## config.mk

```make
export PLATFORM = sky130hd
export DESIGN_NAME = bk_serial_add
export DESIGN_NICKNAME = d
export VERILOG_FILES = /design/src/rtl/bk_serial_add.sv
export SDC_FILE = /design/constraint.sdc
export NUM_CORES = 1
export LEC_CHECK = 0
export ABC_CLOCK_PERIOD_IN_PS = 4500
export BUFFER_PORTS_ARGS = -buffer_cell sky130_fd_sc_hd__buf_2
export CORE_MARGIN = 2
export CORE_UTILIZATION = 54
export CTS_CLUSTER_DIAMETER = 40
export CTS_CLUSTER_SIZE = 20
export DETAILED_ROUTE_END_ITERATION = 10
export PLACE_DENSITY_LB_ADDON = 0.08
export RECOVER_POWER = 25
export SLEW_MARGIN = 10
export SYNTH_ARGS = -nofsm -noshare
export SYNTH_HDL_FRONTEND = slang
export SYNTH_SLANG_ARGS = --single-unit
export TNS_END_PERCENT = 5
```

## constraint.sdc

```tcl
create_clock -name clk -period 4.5 [get_ports clk]
set_input_delay 0.225 -clock clk [delete_from_list [all_inputs] [get_ports clk]]
set_output_delay 0.225 -clock clk [all_outputs]
set_load 0.1 [all_outputs]
```

## src/rtl/bk_serial_add.sv

```systemverilog
// Multi-cycle WIDTH-bit adder: one 8-bit Brent-Kung slice reused LSB chunk first.
// Define BK_SERIAL_ADD_OVF_EN to add the signed-overflow output ovf.

module bk_add8 (
    input  logic [7:0] a_i,
    input  logic [7:0] b_i,
    input  logic       cin_i,
    output logic [7:0] sum_o,
    output logic       cout_o
`ifdef BK_SERIAL_ADD_OVF_EN
    ,
    output logic       c7_o
`endif
);
    logic [7:0] p;
    logic [7:0] g;
    logic [8:0] c;

    genvar gi;
    generate
        for (gi = 0; gi < 8; gi++) begin : g_pg
            assign p[gi] = a_i[gi] ^ b_i[gi];
            assign g[gi] = a_i[gi] & b_i[gi];
        end
    endgenerate

    // cin folds into bit 0's generate so every group is anchored at bit 0
    logic gg0;
    logic g1_0, g3_2, p3_2, g5_4, p5_4, g7_6, p7_6;
    logic g3_0, g7_4, p7_4, g7_0;
    logic g2_0, g4_0, g5_0, g6_0;

    always_comb begin
        gg0  = g[0] | (p[0] & cin_i);
        // up-sweep
        g1_0 = g[1] | (p[1] & gg0);
        g3_2 = g[3] | (p[3] & g[2]);
        p3_2 = p[3] & p[2];
        g5_4 = g[5] | (p[5] & g[4]);
        p5_4 = p[5] & p[4];
        g7_6 = g[7] | (p[7] & g[6]);
        p7_6 = p[7] & p[6];
        g3_0 = g3_2 | (p3_2 & g1_0);
        g7_4 = g7_6 | (p7_6 & g5_4);
        p7_4 = p7_6 & p5_4;
        g7_0 = g7_4 | (p7_4 & g3_0);
        // down-sweep fills in the remaining prefixes
        g5_0 = g5_4 | (p5_4 & g3_0);
        g2_0 = g[2] | (p[2] & g1_0);
        g4_0 = g[4] | (p[4] & g3_0);
        g6_0 = g[6] | (p[6] & g5_0);
    end

    assign c = {g7_0, g6_0, g5_0, g4_0, g3_0, g2_0, g1_0, gg0, cin_i};

    generate
        for (gi = 0; gi < 8; gi++) begin : g_sum
            assign sum_o[gi] = p[gi] ^ c[gi];
        end
    endgenerate

    assign cout_o = c[8];
`ifdef BK_SERIAL_ADD_OVF_EN
    assign c7_o = c[7];
`endif
endmodule

module bk_serial_add #(
    parameter int WIDTH = 32
) (
    input  logic             clk,
    input  logic             rst_n,
    input  logic             in_valid,
    output logic             in_ready,
    input  logic [WIDTH-1:0] a,
    input  logic [WIDTH-1:0] b,
    input  logic             cin,
    output logic             out_valid,
    input  logic             out_ready,
    output logic [WIDTH-1:0] sum,
    output logic             cout
`ifdef BK_SERIAL_ADD_OVF_EN
    ,
    output logic             ovf
`endif
);
    localparam int NCHUNK = WIDTH / 8;
    localparam int IDXW   = (NCHUNK > 1) ? $clog2(NCHUNK) : 1;
    localparam logic [IDXW-1:0] LAST_IDX = IDXW'(NCHUNK - 1);

    typedef enum logic [1:0] {
        IDLE = 2'd0,
        BUSY = 2'd1,
        DONE = 2'd2
    } state_t;

    state_t           state_q;
    logic [IDXW-1:0]  idx_q;
    logic [IDXW-1:0]  idx_d;
    logic [WIDTH-1:0] a_q;
    logic [WIDTH-1:0] b_q;
    logic [WIDTH-1:0] sum_q;
    logic             carry_q;
    logic             cout_q;
    logic             in_ready_q;
    logic             out_valid_q;

    logic [7:0]       a_chunk;
    logic [7:0]       b_chunk;
    logic [7:0]       slice_sum;
    logic             slice_cout;
`ifdef BK_SERIAL_ADD_OVF_EN
    logic             slice_c7;
    logic             ovf_q;
`endif

    always_comb begin
        a_chunk = '0;
        b_chunk = '0;
        for (int i = 0; i < NCHUNK; i++) begin
            if (idx_q == IDXW'(i)) begin
                a_chunk = a_q[8*i +: 8];
                b_chunk = b_q[8*i +: 8];
            end
        end
    end

    assign idx_d = (idx_q == LAST_IDX) ? '0 : idx_q + IDXW'(1);

    bk_add8 u_slice (
        .a_i    (a_chunk),
        .b_i    (b_chunk),
        .cin_i  (carry_q),
        .sum_o  (slice_sum),
        .cout_o (slice_cout)
`ifdef BK_SERIAL_ADD_OVF_EN
        ,
        .c7_o   (slice_c7)
`endif
    );

    always_ff @(posedge clk or negedge rst_n) begin
        if (!rst_n) begin
            state_q     <= IDLE;
            idx_q       <= '0;
            a_q         <= '0;
            b_q         <= '0;
            sum_q       <= '0;
            carry_q     <= 1'b0;
            cout_q      <= 1'b0;
            in_ready_q  <= 1'b1;
            out_valid_q <= 1'b0;
`ifdef BK_SERIAL_ADD_OVF_EN
            ovf_q       <= 1'b0;
`endif
        end else begin
            case (state_q)
                IDLE: begin
                    if (in_valid && in_ready_q) begin
                        a_q        <= a;
                        b_q        <= b;
                        carry_q    <= cin;
                        idx_q      <= '0;
                        in_ready_q <= 1'b0;
                        state_q    <= BUSY;
                    end
                end
                BUSY: begin
                    // sum is overwritten chunk by chunk; upper chunks keep the previous result meanwhile
                    for (int i = 0; i < NCHUNK; i++) begin
                        if (idx_q == IDXW'(i)) begin
                            sum_q[8*i +: 8] <= slice_sum;
                        end
                    end
                    carry_q <= slice_cout;
                    idx_q   <= idx_d;
                    if (idx_q == LAST_IDX) begin
                        cout_q      <= slice_cout;
`ifdef BK_SERIAL_ADD_OVF_EN
                        ovf_q       <= slice_c7 ^ slice_cout;
`endif
                        out_valid_q <= 1'b1;
                        state_q     <= DONE;
                    end
                end
                DONE: begin
                    if (out_ready) begin
                        out_valid_q <= 1'b0;
                        in_ready_q  <= 1'b1;
                        state_q     <= IDLE;
                    end
                end
                default: begin
                    out_valid_q <= 1'b0;
                    in_ready_q  <= 1'b1;
                    state_q     <= IDLE;
                end
            endcase
        end
    end

    assign in_ready  = in_ready_q;
    assign out_valid = out_valid_q;
    assign sum       = sum_q;
    assign cout      = cout_q;
`ifdef BK_SERIAL_ADD_OVF_EN
    assign ovf       = ovf_q;
`endif
endmodule

```

==> results of run 1 <==
metal layers:
metal | part of all wire (%) | GRT usage, % | vias up
li1 | - | - | 1832
met1 | 46 | 31.9 | 1713
met2 | 47 | 35.3 | 110
met3 | 4.9 | 3.51 | 20
met4 | 2.1 | 8.43 | 0
met5 | 0 | 0 | -
cell families (layout without fill, tap and decap cells):
kind of cell	after synthesis	after routing	share of synthesized area (%)
AOI/OAI and AO/OA	82	82	11.7
xor gates and xnor gates	3	3	0.547
adders and majority gates	15	15	4.69
buffers and inverters	44	137	5.50
DFF	104	104	54.2
muxes	12	12	2.81
and+or+nand+nor	246	246	20.6
area by class of cell:
cell class | instances | area share (%)
tap | 108 | 2.48
multi-input combinational | 358 | 35.5
sequential | 104 | 47.7
clock buffer | 9 | 2.27
inverter | 12 | 0.826
timing repair buffer | 109 | 10.0
clock inverter | 7 | 1.17
through the flow:
step                worst slack (ns)  hold slack [ns]  cells
finish                         0.550           0.0224    707
global route                   0.211           0.0159    707
CTS                            0.561           0.0206    707
detailed placement             0.587            0.269    690
global placement               0.809            0.269    690
floorplan                       1.15          -0.0706    506
cells in the mapped netlist (2+ instances only):
cell      count
nor2_1        3
a211oi_1      3
a22o_1        2
dfrtp_1     103
nor2b_1      13
o21ai_0      19
a221o_1       4
buf_4         4
buf_6         9
inv_1        10
a221oi_1     12
a21oi_1      10
ha_1         10
nand2_1     221
o21ai_1       9
inv_2         2
o31ai_1      15
clkbuf_1      6
nand2_2       4
a22oi_2       2
buf_2        13
mux2_2       12
xor2_1        2
nand3_1       2
fa_1          5
critical path, stage by stage (launching register included):
cell,delay (ns)
dfrtp_1,0.44
inv_1,0.10
ha_1,0.19
nor2b_2,0.65
a221oi_1,0.18
o31ai_1,0.38
fa_1,0.26
fa_1,0.24
a211oi_1,0.10
o21ai_0,0.41
inv_1,0.11
fa_1,0.39
xor2_1,0.25
o21ai_0,0.13
cells in the final DEF (no fill, tap or decap), drive strengths merged, types with 2 or more instances in the layout:
cell	synthesis	final
mux2	12	12
nand2	225	225
nor2b	14	14
clkinvlp	0	2
buf	26	95
fa	5	5
a22o	2	2
nand3	2	2
o21ai	28	28
a221o	4	4
xor2	2	2
a211oi	3	3
ha	10	10
a221oi	12	12
dfrtp	103	103
clkbuf	6	22
a22oi	3	3
o31ai	15	15
a21oi	10	10
nor2	3	3
inv	12	16
worst max-delay path by stage:
stage               slack, ns      end  depth (start not counted)
finish                   0.55  sum[15]                         13
global placement         0.81  sum[15]                         13
CTS                      0.56  sum[15]                         13
global route             0.21  sum[15]                         13
floorplan                1.15  sum[14]                         14
detailed placement       0.59  sum[15]                         13
sequential cells by signal (all words and copies together), names as in the netlist:
signal / flops
a_q: 32
b_q: 32
sum: 32
idx_q: 2
state_q: 2
carry_q: 1
cout: 1
in_ready: 1
out_valid: 1
==> impl_metrics.env, run 1 <==
export IMPL_finalSetupViolations=0
export IMPL_async_flop_share_pct=100
export IMPL_maxSlewViolCount=49
export IMPL_die_y_um=98.3
export IMPL_maxCapViolations=1
export IMPL_cp_max_fo=16
export IMPL_crit_start="idx_q[0]"
export IMPL_place_congestion=0.772
export IMPL_cts_buffers=9
export IMPL_vias=3675
export IMPL_dp_hpwl_um=7480
export IMPL_grt_first_pass_wirelength_um=17200
export IMPL_place_area_sq_um=5280
export IMPL_synth_area_sq_um=4800
export IMPL_violations="max-capacitance violations, max-slew violations"
export IMPL_required_ns=4.76
export IMPL_min_period_ns=3.95
export IMPL_multiInputGateArea_sq_um=1940
export IMPL_pin_count=104
export IMPL_num_antenna_cells=0
export IMPL_drt_total_wl_um=10500
export IMPL_clkTransAtPathRegs_ns=0.11
export IMPL_hold_path_class="in -> reg"
export IMPL_wl_per_cell_um=14.8
export IMPL_drtAntennaViolNets=0
export IMPL_ys_seq_area_share_pct=54.2
export IMPL_cp_arrival_ns=4.21
export IMPL_min_to="a_q[9]"
export IMPL_yosysWarnings=0
export IMPL_r2r_end="sum[15]"
export IMPL_fill_cells=789
export IMPL_area_delta_synth_final_pct=13.6
export IMPL_syn_instance_count=506
export IMPL_relSlewSlack_pct=-64.7
export IMPL_grt_start_max_net_pins=63
export IMPL_synth_main_ff_cell="dfrtp_1"
export IMPL_yosys_area_top_type="dfrtp_1"
export IMPL_timing_final_crit_share_pct=87.8
export IMPL_clk_latency_ns=0.38
export IMPL_finalClockSkew_ns=0.00953
export IMPL_grt_total_usage_pct=22.5
export IMPL_ys_top_cells_by_area="dfrtp_1 (54%), nand2_1 (17%), mux2_2 (2.8%)"
export IMPL_r2r_slack_ns=0.55
export IMPL_status="finished, violations left"
export IMPL_grt_pass1_vias=3561
export IMPL_cts_buffer_depth=2
export IMPL_r2r_start="idx_q[0]"
export IMPL_cts_resized=0
export IMPL_critical_path_class="reg -> reg"
export IMPL_worstRegToRegCells=13
export IMPL_stdcell_area_sq_um=5460
export IMPL_dieArea_sq_um=9670
export IMPL_fin_util_pct=62.9
export IMPL_vias_per_cell=5.20
export IMPL_portBuffers=103
export IMPL_cp_end_kind="flop"
export IMPL_seqCellArea_sq_um=2600
export IMPL_hp_start="a[9]"
export IMPL_antenna_found_initial=0
export IMPL_start_util_pct=55.3
export IMPL_drive_above_1_share_pct=22.5
export IMPL_grt_overflow=0
export IMPL_netlist_cell_type_count=36
export IMPL_ys_seq_elements=104
export IMPL_hold_buffers=1
export IMPL_core_sq_um=8680
export IMPL_rows=34
export IMPL_cts_tree="done"
export IMPL_hold_viol_final=0
export IMPL_drt_iter0_markers=164
export IMPL_die_w_um=98.3
export IMPL_cts_htree_levels=3
export IMPL_min_path_cells=3
export IMPL_fin_nets=678
export IMPL_synth_top_area_share_pct=53.7
export IMPL_max_freq_ghz=0.253
export IMPL_crit_path_start_kind="flop"
export IMPL_clock_sinks=104
export IMPL_post_cts_setup_buffers=0
export IMPL_rsz0062_at_grt="false"
export IMPL_syn_area_per_cell_sq_um=9.49
export IMPL_fin_setup_tns_ns=0
export IMPL_synth_edf_count=0
export IMPL_drt_first_pass_iters=6
export IMPL_drc_errors=0
export IMPL_worst_pin_slew_ns=2.47
export IMPL_syn_num_nets=590
export IMPL_ctsRootBufferMaster="clkbuf_8"
Power of run 1 is left out: the tool's default activity adds up to more than one toggle a clock period on the data nets, which glitch-free logic cannot reach.
==> run 2: changes to the inputs <==
--- a/config.mk
+++ b/config.mk
@@ -8,12 +8,15 @@
 export ABC_CLOCK_PERIOD_IN_PS = 4500
 export BUFFER_PORTS_ARGS = -buffer_cell sky130_fd_sc_hd__buf_2
 export CORE_MARGIN = 2
-export CORE_UTILIZATION = 54
+export CORE_UTILIZATION = 55
+export CTS_BUF_LIST = sky130_fd_sc_hd__clkbuf_4
 export CTS_CLUSTER_DIAMETER = 40
 export CTS_CLUSTER_SIZE = 20
 export DETAILED_ROUTE_END_ITERATION = 10
+export MAX_ROUTING_LAYER = met4
 export PLACE_DENSITY_LB_ADDON = 0.08
 export RECOVER_POWER = 25
+export REMOVE_ABC_BUFFERS = 1
 export SLEW_MARGIN = 10
 export SYNTH_ARGS = -nofsm -noshare
 export SYNTH_HDL_FRONTEND = slang
==> impl_metrics.env, run 2 (synthesized netlist as in run 1, its figures left out) <==
export IMPL_status="finished, violations left"
export IMPL_violations="max-capacitance violations, max-slew violations"
export IMPL_stdcell_area_sq_um=6070
export IMPL_ctsRootBufferMaster="clkbuf_4"
export IMPL_grt_pass1_vias=4015
export IMPL_clk_latency_ns=0.44
export IMPL_grtUsageMet1_pct=35.2
export IMPL_fin_util_pct=70.6
export IMPL_dp_slack_ns=0.782
export IMPL_cts_buffer_depth=2
export IMPL_rows=34
export IMPL_die_w_um=97.5
export IMPL_worstRegToRegCells=15
export IMPL_wl_per_cell_um=14.7
export IMPL_fin_nets=744
export IMPL_fill_cells=697
export IMPL_dieArea_sq_um=9500
export IMPL_r2r_end="sum[15]"
export IMPL_grt_overflow=0
export IMPL_worst_pin_slew_ns=2.69
export IMPL_min_to="in_ready"
export IMPL_min_path_cells=3
export IMPL_vias_per_cell=5.21
export IMPL_rsz0062_at_grt="false"
export IMPL_power_density_nw_per_um2=804
export IMPL_maxSlewViolCount=52
export IMPL_cp_end_kind="flop"
export IMPL_grt_total_usage_pct=25.7
export IMPL_placedCellCount=691
export IMPL_area_delta_synth_final_pct=26.4
export IMPL_drt_first_pass_iters=4
export IMPL_min_period_ns=3.80
export IMPL_met3_usage_pct=3.31
export IMPL_place_area_sq_um=5280
export IMPL_final_common_cell="nand2_1"
export IMPL_start_util_pct=55.9
export IMPL_fin_setup_tns_ns=0
export IMPL_portBuffers=103
export IMPL_finalClockSkew_ns=0.0246
export IMPL_finalSetupViolations=0
export IMPL_crit_top_cell="fa_1"
export IMPL_die_y_um=97.5
export IMPL_hold_buffers=66
export IMPL_power_leakage_nw=3.10
export IMPL_p_total_mw=4.88
export IMPL_setup_slack_ns=0.705
export IMPL_cts_htree_levels=3
export IMPL_crit_slowest_cell="fa_1"
export IMPL_drtAntennaViolNets=0
export IMPL_cts_resized=0
export IMPL_cp_max_fo=18
export IMPL_crit_family="adder cells"
export IMPL_hp_start="in_valid"
export IMPL_grt_start_max_net_pins=63
export IMPL_maxCapViolations=1
export IMPL_place_congestion=0.816
export IMPL_fin_cells=773
export IMPL_clkTransAtPathRegs_ns=0.15
export IMPL_vias=4026
export IMPL_crit_path_start_kind="flop"
export IMPL_hold_viol_final=0
export IMPL_grt_busiest_layer="met2"
export IMPL_required_ns=4.81
export IMPL_r2r_start="idx_q[1]"
export IMPL_relSlewSlack_pct=-79.4
export IMPL_hold_path_class="in -> reg"
export IMPL_cts_buffers=9
export IMPL_drc_errors=0
export IMPL_drive_above_1_share_pct=20.8
export IMPL_cp_arrival_ns=4.10
export IMPL_pin_count=104
export IMPL_worstPathCellList="inv_1 -> ha_1 -> buf_4 -> nor2b_2 -> buf_4 -> a221oi_1 -> o31ai_1 -> fa_1 -> fa_1 -> a211oi_1 -> o21ai_0 -> inv_1 -> fa_1 -> xor2_1 -> o21ai_0"
export IMPL_slowest_delay_ns=0.45
export IMPL_cts_tree="done"
export IMPL_crit_buf_inv=4
export IMPL_mostFrequentLayoutCells="nand2_1 (221), dfrtp_1 (103), buf_2 (93)"
export IMPL_drt_total_wl_um=11400
export IMPL_antenna_found_initial=0
export IMPL_max_freq_ghz=0.263
export IMPL_num_antenna_cells=0
export IMPL_r2r_slack_ns=0.70
export IMPL_grtUsageMet2_pct=40.5
export IMPL_fin_hold_ws_ns=0.103
export IMPL_timing_final_crit_share_pct=84.3
export IMPL_clock_sinks=104
export IMPL_dp_hpwl_um=7150
export IMPL_drt_iter0_markers=162
export IMPL_grt_first_pass_wirelength_um=19300
export IMPL_peakVddDrop_v=0.000404
export IMPL_post_cts_setup_buffers=0
export IMPL_core_sq_um=8590
export IMPL_critical_path_class="reg -> reg"
[run 2: changes by cell type in the layout (fill, tap and decap cells not counted), sizes merged]
cell         change
bufinv           +1
dlygate4sd3     +65
inv              -4
buf              +4
clkbuf           -1
clkinv           +1
[run 2: how the worst max path moves through the flow]
stage | start | end | slack [ns] | cells after the start
final | idx_q[1] | sum[15] | 0.70 | 15
after global placement | idx_q[1] | sum[6] | 0.93 | 14
after global routing | idx_q[1] | sum[7] | 0.43 | 15
after CTS | idx_q[1] | sum[15] | 0.69 | 15
after detailed placement | idx_q[1] | sum[14] | 0.78 | 14
after floorplan | idx_q[1] | sum[22] | 1.05 | 12
[run 2: final cells by class]
type / instances / area (sq um) / area share (%)
clock inverter: 5 / 57.6 / 0.948
tap: 108 / 135 / 2.23
clock buffer: 11 / 82.6 / 1.36
sequential: 104 / 2600 / 42.9
multi-input combinational: 358 / 1940 / 31.9
inverter: 12 / 45.0 / 0.742
timing repair buffer: 175 / 1210 / 19.9
[run 2: tightest hold or removal path, stage by stage]
cell and delay [ns]:
buf_2 0.09, a21oi_1 0.06, o22a_1 0.18
[run 2: power breakdown]
| group | leakage (nW) | switching (mW) | total [mW] | internal, mW |
|---|---|---|---|---|
| logic | 1.72 | 2.03 | 2.81 | 0.785 |
| clock network | 0.0707 | 0.301 | 0.482 | 0.182 |
| registers | 1.31 | 0.248 | 1.59 | 1.34 |
| total | 3.10 | 2.58 | 4.88 | 2.30 |
[run 2: routing by layer]
metal  wire length, um  share of wire [%]
met1              5260                 46
met2              5350                 47
met3               603                5.3
met4               172                1.5
met5                 0                  0
Note: power is estimated with default switching activity, not from simulation.
